===== config.mk =====
export PLATFORM = sky130hd
export DESIGN_NAME = mem_arbiter
export DESIGN_NICKNAME = d
export VERILOG_FILES = /design/src/rtl/mem_arbiter.sv
export SDC_FILE = /design/constraint.sdc
export NUM_CORES = 1
export LEC_CHECK = 0
export CAP_MARGIN = 0
export CORE_AREA = 2 2 211 213
export DETAILED_ROUTE_END_ITERATION = 6
export DIE_AREA = 0 0 213 215
export PLACE_DENSITY_LB_ADDON = 0.05
export SLEW_MARGIN = 0
export SYNTH_ARGS = -nofsm -noshare
export SYNTH_HDL_FRONTEND = slang
export SYNTH_SLANG_ARGS = --single-unit

===== constraint.sdc =====
create_clock -name clk -period 3.69 [get_ports clk]
set_input_delay 0.5535 -clock clk [delete_from_list [all_inputs] [get_ports clk]]
set_output_delay 0.5535 -clock clk [all_outputs]
set_load 0.02 [all_outputs]

===== src/rtl/mem_arbiter.sv =====
// Two-master (IFU/LSU) arbiter for a single memory port: round-robin grant,
// one outstanding transaction, bus timeout with error response.
module mem_arbiter #(
  parameter int ADDR_W  = 64,
  parameter int DATA_W  = 64,
  parameter int TIMEOUT = 255
) (
  input  logic                clk,
  input  logic                rst_n,
  input  logic                ifu_req_valid,
  output logic                ifu_req_ready,
  input  logic [ADDR_W-1:0]   ifu_addr,
  output logic                ifu_resp_valid,
  output logic [DATA_W-1:0]   ifu_rdata,
  output logic                ifu_resp_err,
  input  logic                lsu_req_valid,
  output logic                lsu_req_ready,
  input  logic [ADDR_W-1:0]   lsu_addr,
  input  logic                lsu_wen,
  input  logic [DATA_W-1:0]   lsu_wdata,
  input  logic [DATA_W/8-1:0] lsu_wmask,
  output logic                lsu_resp_valid,
  output logic [DATA_W-1:0]   lsu_rdata,
  output logic                lsu_resp_err,
  output logic                mem_req_valid,
  input  logic                mem_req_ready,
  output logic [ADDR_W-1:0]   mem_addr,
  output logic                mem_wen,
  output logic [DATA_W-1:0]   mem_wdata,
  output logic [DATA_W/8-1:0] mem_wmask,
  input  logic                mem_resp_valid,
  input  logic [DATA_W-1:0]   mem_rdata,
  output logic                busy
);

  localparam int MW = DATA_W / 8;
  localparam int CW = $clog2(TIMEOUT + 1);
  localparam logic [CW-1:0] TO_LAST = CW'(TIMEOUT - 1);

  typedef enum logic [1:0] {IDLE, ISSUE, WAIT} state_t;

  state_t              state_q, state_d;
  logic                last_lsu_q, last_lsu_d;
  logic                owner_q, owner_d;   // 1 = LSU owns the transaction
  logic [ADDR_W-1:0]   addr_q, addr_d;
  logic                wen_q, wen_d;
  logic [DATA_W-1:0]   wdata_q, wdata_d;
  logic [MW-1:0]       wmask_q, wmask_d;
  logic [CW-1:0]       cnt_q, cnt_d;
  logic                ifu_rv_q, ifu_rv_d, ifu_err_q, ifu_err_d;
  logic                lsu_rv_q, lsu_rv_d, lsu_err_q, lsu_err_d;
  logic [DATA_W-1:0]   ifu_rdata_q, ifu_rdata_d, lsu_rdata_q, lsu_rdata_d;

  logic                gnt_ifu, gnt_lsu, timeout_hit;
  logic                done, done_err;
  logic [DATA_W-1:0]   done_data;

  // On a tie the master that was not granted last wins.
  assign gnt_ifu     = (state_q == IDLE) && ifu_req_valid && (!lsu_req_valid || last_lsu_q);
  assign gnt_lsu     = (state_q == IDLE) && lsu_req_valid && !gnt_ifu;
  assign timeout_hit = (state_q != IDLE) && (cnt_q == TO_LAST);

  assign ifu_req_ready  = rst_n && gnt_ifu;
  assign lsu_req_ready  = rst_n && gnt_lsu;
  assign mem_req_valid  = (state_q == ISSUE) && !timeout_hit;
  assign mem_addr       = addr_q;
  assign mem_wen        = wen_q;
  assign mem_wdata      = wdata_q;
  assign mem_wmask      = wmask_q;
  assign busy           = (state_q != IDLE);
  assign ifu_resp_valid = ifu_rv_q;
  assign ifu_rdata      = ifu_rdata_q;
  assign ifu_resp_err   = ifu_err_q;
  assign lsu_resp_valid = lsu_rv_q;
  assign lsu_rdata      = lsu_rdata_q;
  assign lsu_resp_err   = lsu_err_q;

  always_comb begin
    state_d     = state_q;
    last_lsu_d  = last_lsu_q;
    owner_d     = owner_q;
    addr_d      = addr_q;
    wen_d       = wen_q;
    wdata_d     = wdata_q;
    wmask_d     = wmask_q;
    cnt_d       = cnt_q;
    ifu_rv_d    = 1'b0;
    lsu_rv_d    = 1'b0;
    ifu_rdata_d = ifu_rdata_q;
    ifu_err_d   = ifu_err_q;
    lsu_rdata_d = lsu_rdata_q;
    lsu_err_d   = lsu_err_q;
    done        = 1'b0;
    done_err    = 1'b0;
    done_data   = '0;

    case (state_q)
      IDLE: begin
        if (gnt_ifu || gnt_lsu) begin
          owner_d    = gnt_lsu;
          last_lsu_d = gnt_lsu;
          addr_d     = gnt_lsu ? lsu_addr : ifu_addr;
          wen_d      = gnt_lsu && lsu_wen;
          wdata_d    = gnt_lsu ? lsu_wdata : '0;
          wmask_d    = gnt_lsu ? lsu_wmask : '0;
          cnt_d      = '0;
          state_d    = ISSUE;
        end
      end
      ISSUE: begin
        cnt_d = cnt_q + 1'b1;
        if (timeout_hit) begin
          done     = 1'b1;
          done_err = 1'b1;
        end else if (mem_req_ready) begin
          state_d = WAIT;
        end
      end
      WAIT: begin
        cnt_d = cnt_q + 1'b1;
        // A response arriving in the timeout cycle still counts as success.
        if (mem_resp_valid) begin
          done      = 1'b1;
          done_data = (owner_q && wen_q) ? '0 : mem_rdata;
        end else if (timeout_hit) begin
          done     = 1'b1;
          done_err = 1'b1;
        end
      end
      default: state_d = IDLE;
    endcase

    if (done) begin
      state_d = IDLE;
      if (owner_q) begin
        lsu_rv_d    = 1'b1;
        lsu_rdata_d = done_data;
        lsu_err_d   = done_err;
      end else begin
        ifu_rv_d    = 1'b1;
        ifu_rdata_d = done_data;
        ifu_err_d   = done_err;
      end
    end
  end

  always_ff @(posedge clk or negedge rst_n) begin
    if (!rst_n) begin
      state_q     <= IDLE;
      last_lsu_q  <= 1'b1;
      owner_q     <= 1'b0;
      addr_q      <= '0;
      wen_q       <= 1'b0;
      wdata_q     <= '0;
      wmask_q     <= '0;
      cnt_q       <= '0;
      ifu_rv_q    <= 1'b0;
      ifu_rdata_q <= '0;
      ifu_err_q   <= 1'b0;
      lsu_rv_q    <= 1'b0;
      lsu_rdata_q <= '0;
      lsu_err_q   <= 1'b0;
    end else begin
      state_q     <= state_d;
      last_lsu_q  <= last_lsu_d;
      owner_q     <= owner_d;
      addr_q      <= addr_d;
      wen_q       <= wen_d;
      wdata_q     <= wdata_d;
      wmask_q     <= wmask_d;
      cnt_q       <= cnt_d;
      ifu_rv_q    <= ifu_rv_d;
      ifu_rdata_q <= ifu_rdata_d;
      ifu_err_q   <= ifu_err_d;
      lsu_rv_q    <= lsu_rv_d;
      lsu_rdata_q <= lsu_rdata_d;
      lsu_err_q   <= lsu_err_d;
    end
  end

endmodule


==> results of run 1 <==
==> stage by stage <==
| stage | worst slack (ns) | instances |
|---|---|---|
| after global placement | 0.845 | 2034 |
| after CTS | 0.491 | 2099 |
| after global routing | 0.428 | 2104 |
| final | 0.594 | 2105 |
| after detailed placement | 0.850 | 2034 |
| after floorplan | 1.40 | 969 |
==> state kept, by name, summed over array words and instances (netlist names), 2 cells and up <==
signal,count
mem_wdata,64
ifu_rdata,64
mem_wmask,8
state_q,2
lsu_rdata,64
cnt_q,8
mem_addr,64
==> worst max-delay path: stages, from the launching register on <==
cell             delay [ns]
dfrtp_1                0.39
inv_1                  0.13
ha_1                   0.35
nand2_1                0.14
a21oi_4                0.20
and2_1                 0.15
clkdlybuf4s50_1        0.66
==> cells in the final DEF, fill, tap and decap left out, types with 4 or more instances in the layout <==
master           instances
a22o_1                  77
clkbuf_8                 9
inv_1                    9
clkinv_2                 6
mux2i_1                 66
nand4_1                 65
clkbuf_16               37
mux2_4                  39
dfrtp_1                279
o21ai_0                 71
diode_2                  6
clkdlybuf4s50_1        541
clkbuf_1                 8
nand2_1                 74
a21bo_2                 64
buf_12                   9
buf_4                    8
nand3_1                  4
mux2_2                  28
nor2_1                   4
ha_1                     6
and3_1                  66
==> final timing paths <==
kind | endpoint | cells after the start
worst min-delay path | mem_addr[56] | 2
max in group asynchronous | ifu_rdata[61] | 3
worst min register to register | mem_addr[56] | 2
worst max register to register | ifu_rdata[19] | 7
worst max-delay path | lsu_req_ready | 6
min in group asynchronous | lsu_rdata[44] | 2
==> logic make-up (layout without fill, tap and decap cells) <==
group                    count (synthesis)  in the layout  synth area share, %
XOR/XNOR                                 2              2                0.145
flip-flops                             281            281                 58.1
multiplexers                           133            133                 12.9
AO/OA/AOI/OAI                          224            224                 14.5
adder cells (fa/ha/maj)                  7              7                0.723
other                                    0              6                    0
buffers and inverters                   96            634                 3.50
AND/OR/NAND/NOR                        226            226                 10.1
==> layout make-up <==
type	count	area share [%]
timing repair buffer	561	29.4
clock inverter	10	0.440
clock buffer	54	5.58
tap	592	3.83
sequential	281	36.3
antenna	6	0.0776
inverter	9	0.175
multi-input combinational	592	24.2
==> what timing repair did <==
action	4_1_cts	5_1_grt
buffers inserted	0	0
endpoints found under the hold margin	31	0
hold buffers	1	0
==> where the power goes <==
group	switching, uW	internal [uW]	total (uW)
clock	1410	2090	3500
combinational	3380	3000	6380
sequential	660	4120	4780
total	5450	9210	14700
==> metal layers <==
metal	routed length [um]	vias up
met2	22100	334
met5	54	-
met4	1250	8
li1	-	4563
met1	18100	4792
met3	3940	75
==> results.txt, run 1 <==
I/O Buffers: 543
PnR Total Power: 14700 uW
Crit path kind: register to primary output
Dpl cell area: 0.0182 sq mm
Grt met1 use: 23.2%
Global-route wire length before repair: 67500 um
Highest Clock Rate: 323 MHz
FF+latch count, synth: 281
Final setup viols: 0
I/O pins: 544
Power density over the cells: 758 mW/mm^2
Async SR Flop Fraction: 100%
Number of synthesis warnings: 0
Synth Area per Inst: 12.5 sq um
Grt met3 use: 7.06%
H-tree Lvls: 2
Sequential cell area: 0.00703 sq mm
Setup TNS: 0 ns
Reg-to-reg setup timing slack: 0.94 ns
Cell count after synthesis: 969
Hold path start: mem_addr[56]
Final hold vios: 0
Status: complete, no violations
GRT overflow: 0
DIE WIDTH: 213 um
FF-to-FF Start: state_q[0]
Final design utilization: 44.4%
Cell area after synthesis: 0.0121 sq mm
Worst-path fanout max: 7
Most numerous cell in the Yosys netlist: dfrtp_1
Number of enable flip-flop cells after synthesis: 0
Worst path arrival time: 2.54 ns
Most Used Layer, Global Route: met2
Site row count: 77
CTS clk-pin slew, worst paths: 0.05 ns
CTS tree: built
Vias in the first global route: 10356
Worst EP required: 3.14 ns
Total die area: 0.0458 sq mm
Leak Pwr: 0.00861 uW
Area of the multi-input gates: 0.00468 sq mm
Post-synth top cells: dfrtp_1 (280), a22o_1 (77), nand2_1 (75)
Hold WS: 0.474 ns
WL final: 45500 um
Pre-antenna DRT Iters: 4
Worst skew pair latency: 0.54 ns
DR DRC count: 0
Yosys top cell area share: 57.9%
Share of the yosys chip area belonging to registers: 58.1%
Synth unique cells: 36
Die Span Y: 215 um
Layout cells sized above 1: 14.4%
Yosys top cell by area: dfrtp_1
CP startpoint: state_q[1]
Routed vias: 9772
Count of cells resized by post-cts repair: 0
Fin area: 0.0194 sq mm
Period utilization: 83.9%
Crit path launch type: register
Relative slew slack: 33.6%
Global routing met2 resource utilization: 32.4%
Max VDD drop: 0.526 mV
Clk Tree Root Cell: clkbuf_16
Post-DRT Antenna Nets: 0
CTS buffer count: 36
Post-DR vias/cell: 4.64
Pin count of the biggest net entering global routing: 203
Maximum clock path buffer count: 3
FILL cells: 4143
Placer Congestion: 0.767
Initial Util: 27.7%
MaxCap Viol Count: 0
Synth-to-layout area growth: 59.9%
Hold Crit Class: register to register
RSZ-0062 raised after global routing: no
Pin slew with the least headroom to its limit: 0.997 ns
DRT iter0 DRCs: 484
Clock sink count: 281
Nets: 1759
Main synth FF type: dfrtp_1
Core box area: 0.0436 sq mm
Max Clock Skew: 0.0159 ns
Critical Path Sink Type: primary output
GRT Resource Usage Total: 19.6%
Initial antenna violation count: 9
Routed WL per cell: 21.6 um
Post-detail-place hpwl: 31200 um
Area contributors post-synth: dfrtp_1 (58%), a22o_1 (5.6%), mux2i_1 (5.5%), a21bo_2 (5.3%), mux2_4 (4.8%)
Post-layout minimum cycle time: 3.10 ns
Net count after synthesis: 1247
Final Max Slew Viols: 0
Note: power is estimated with default switching activity, not from simulation.
==> run 2: changes to the inputs <==
--- a/config.mk
+++ b/config.mk
@@ -6,9 +6,9 @@
 export NUM_CORES = 1
 export LEC_CHECK = 0
 export CAP_MARGIN = 0
-export CORE_AREA = 2 2 211 213
+export CORE_AREA = 2 2 212 214
 export DETAILED_ROUTE_END_ITERATION = 6
-export DIE_AREA = 0 0 213 215
+export DIE_AREA = 0 0 214 216
 export PLACE_DENSITY_LB_ADDON = 0.05
 export SLEW_MARGIN = 0
 export SYNTH_ARGS = -nofsm -noshare
==> constraint.sdc (replaced) <==
create_clock -name clk -period 2.9 [get_ports clk]
set_input_delay 0.435 -clock clk [delete_from_list [all_inputs] [get_ports clk]]
set_output_delay 0.435 -clock clk [all_outputs]
set_load 0.02 [all_outputs]
==> run 2 against run 1 <==
  * Non-clock buffer count up 5
  * First-iteration DRC count rose by 11%
  * Register-to-register slack got worse by 0.54 ns
  * Total power increased by 27%
  * Critical path depth stayed put
  * Die area is 0.94% higher
  * Clock power grew 26%
  * Sequential share of layout area is 0.082 points lower
  * Sequential power increased by 27%
  * Worst setup slack got worse by 0.34 ns
  * Worst hold slack lost 0.13 ns
  * Clock-buffer cell count rose by 4
==> results.txt, run 2 (synthesis results as in run 1) <==
Status: complete, no violations (unchanged)
Crit path launch type: register (unchanged)
Pin slew with the least headroom to its limit: 0.986 ns (was 0.997 ns)
CTS clk-pin slew, worst paths: 0.05 ns (about the same)
DRT iter0 DRCs: 538 (was 484)
I/O Buffers: 543 (unchanged)
Die Span Y: 216 um (was 215 um)
Final hold vios: 0 (unchanged)
Worst EP required: 2.47 ns (was 3.14 ns)
Hold Crit Class: input port to async pin (was register to register)
FILL cells: 4107 (was 4143)
Routed vias: 9857 (was 9772)
WL final: 46300 um (was 45500 um)
Worst-path fanout max: 4 (was 7)
Slowest CP cell: dfrtp_1 (was clkdlybuf4s50_1)
Placer Congestion: 0.765 (was 0.767)
Sequence of cells on the critical path: inv_1, ha_1, and4b_1, nand2_1, and2_1, dlygate4sd2_1 (was inv_1, ha_1, nand2_1, a21oi_4, and2_1, clkdlybuf4s50_1)
CTS tree: built (unchanged)
Worst skew pair latency: 0.54 ns (about the same)
GRT Resource Usage Total: 19.7% (was 19.6%)
Post-DRT Antenna Nets: 0 (unchanged)
Clk Tree Root Cell: clkbuf_16 (unchanged)
I/O pins: 544 (unchanged)
Pin count of the biggest net entering global routing: 140 (was 203)
Maximum clock path buffer count: 3 (unchanged)
Post-DR vias/cell: 4.67 (was 4.64)
Max incr delay on CP: 0.39 ns (was 0.66 ns)
Power density over the cells: 963 mW/mm^2 (was 758 mW/mm^2)
Post-detail-place hpwl: 32300 um (was 31200 um)
Crit path kind: register to primary output (unchanged)
Nets: 1764 (was 1759)
Period utilization: 91.2%
DIE WIDTH: 214 um (was 213 um)
Site row count: 77 (unchanged)
Leak Pwr: 0.00866 uW (was 0.00861 uW)
MaxCap Viol Count: 0 (unchanged)
Buf/Inv on CP: 2 (unchanged)
Commonest non-fill, non-tap cells in the layout: clkdlybuf4s50_1 (538), dfrtp_1 (279), a22o_1 (77) (was clkdlybuf4s50_1 (541), dfrtp_1 (279), a22o_1 (77))
Initial Util: 27.6% (was 27.7%)
Layout cells sized above 1: 14.6% (was 14.4%)
Placed Cells: 2039 (was 2034)
Finished Layout Cells: 2110 (was 2105)
Critical Path Sink Type: primary output (unchanged)
Commonest non-fill, non-tap cell in the layout: clkdlybuf4s50_1 (unchanged)
Cell family with most CP delay: simple AND/OR/NAND/NOR gates (was buffers and inverters)
Routed WL per cell: 21.9 um (was 21.6 um)
Highest Clock Rate: 378 MHz
RSZ-0062 raised after global routing: no (unchanged)
CTS buffer count: 36 (unchanged)
GRT overflow: 0 (unchanged)
Global-route wire length before repair: 69200 um (was 67500 um)
Final Max Slew Viols: 0 (unchanged)
Total die area: 0.0462 sq mm (was 0.0458 sq mm)
Final setup viols: 0 (unchanged)
Vias in the first global route: 10506 (was 10356)
Reg-to-reg setup timing slack: 0.40 ns (was 0.94 ns)
Synth-to-layout area growth: 60.3% (was 59.9%)
Core box area: 0.0438 sq mm (was 0.0436 sq mm)
Initial antenna violation count: 6 (was 9)
DR DRC count: 0 (unchanged)
Max Clock Skew: 0.0130 ns (was 0.0159 ns)
Hold WS: 0.344 ns (was 0.474 ns)
Post-layout minimum cycle time: 2.64 ns
H-tree Lvls: 2 (unchanged)
Pre-antenna DRT Iters: 4 (unchanged)
Setup TNS: 0 ns (unchanged)
Clock sink count: 281 (unchanged)
Max VDD drop: 0.479 mV (was 0.526 mV)
Worst path arrival time: 2.21 ns (was 2.54 ns)
Relative slew slack: 34.3% (was 33.6%)
run 2: final timing paths:
check,start,endpoint,depth (start not counted)
min,rst_n,ifu_rdata[44],2
min reg2reg,mem_addr[50],mem_addr[50],2
max reg2reg,state_q[1],ifu_rdata[1],7
max in group asynchronous,rst_n,mem_addr[46],3
min in group clk,mem_addr[50],mem_addr[50],2
max,state_q[0],mem_req_valid,6
run 2: where the power goes:
group	switching, uW	internal (uW)	leakage, uW
clock network	1790	2640	0.000576
logic	4350	3850	0.00436
registers	810	5250	0.00372
run 2: final cells by class:
type / count / area [sq um] / share of cell area, %
flip-flops and latches: 281 / 7030 / 36.3
diodes: 5 / 12.5 / 0.0645
multi-input cells: 592 / 4680 / 24.1
clock buffers: 58 / 1110 / 5.75
well taps: 592 / 741 / 3.82
repair buffers: 566 / 5740 / 29.6
inverters: 9 / 33.8 / 0.174
clock inverters: 7 / 46.3 / 0.239
run 2: timing repair:
item	in CTS	in global routing
gates resized for setup	2	1
hold endpoints to repair	19	0
buffers inserted	0	0
hold buffers	1	0
setup endpoints to repair	2	1
run 2: metrics by stage:
| stage | area (sq um) | power (uW) | util (%) | worst slack [ns] |
|---|---|---|---|---|
| after floorplan | 12100 | 10200 | - | 0.730 |
| after global placement | 18200 | 14400 | 41.6 | 0.298 |
| after detailed placement | 18200 | 14400 | 41.6 | 0.268 |
| after CTS | 19400 | 19100 | 44.2 | 0.0305 |
| after global routing | 19400 | 19800 | 44.2 | 0.0905 |
| final | 19400 | 18700 | 44.3 | 0.256 |
run 2: routing by layer:
metal  up-vias  share of wire [%]  GRT usage [%]
met2       359                 48           32.6
li1       4573                  -              -
met5         -               0.12              0
met3        72                9.1           7.34
met4         8                2.9           7.25
met1      4845                 40           23.4
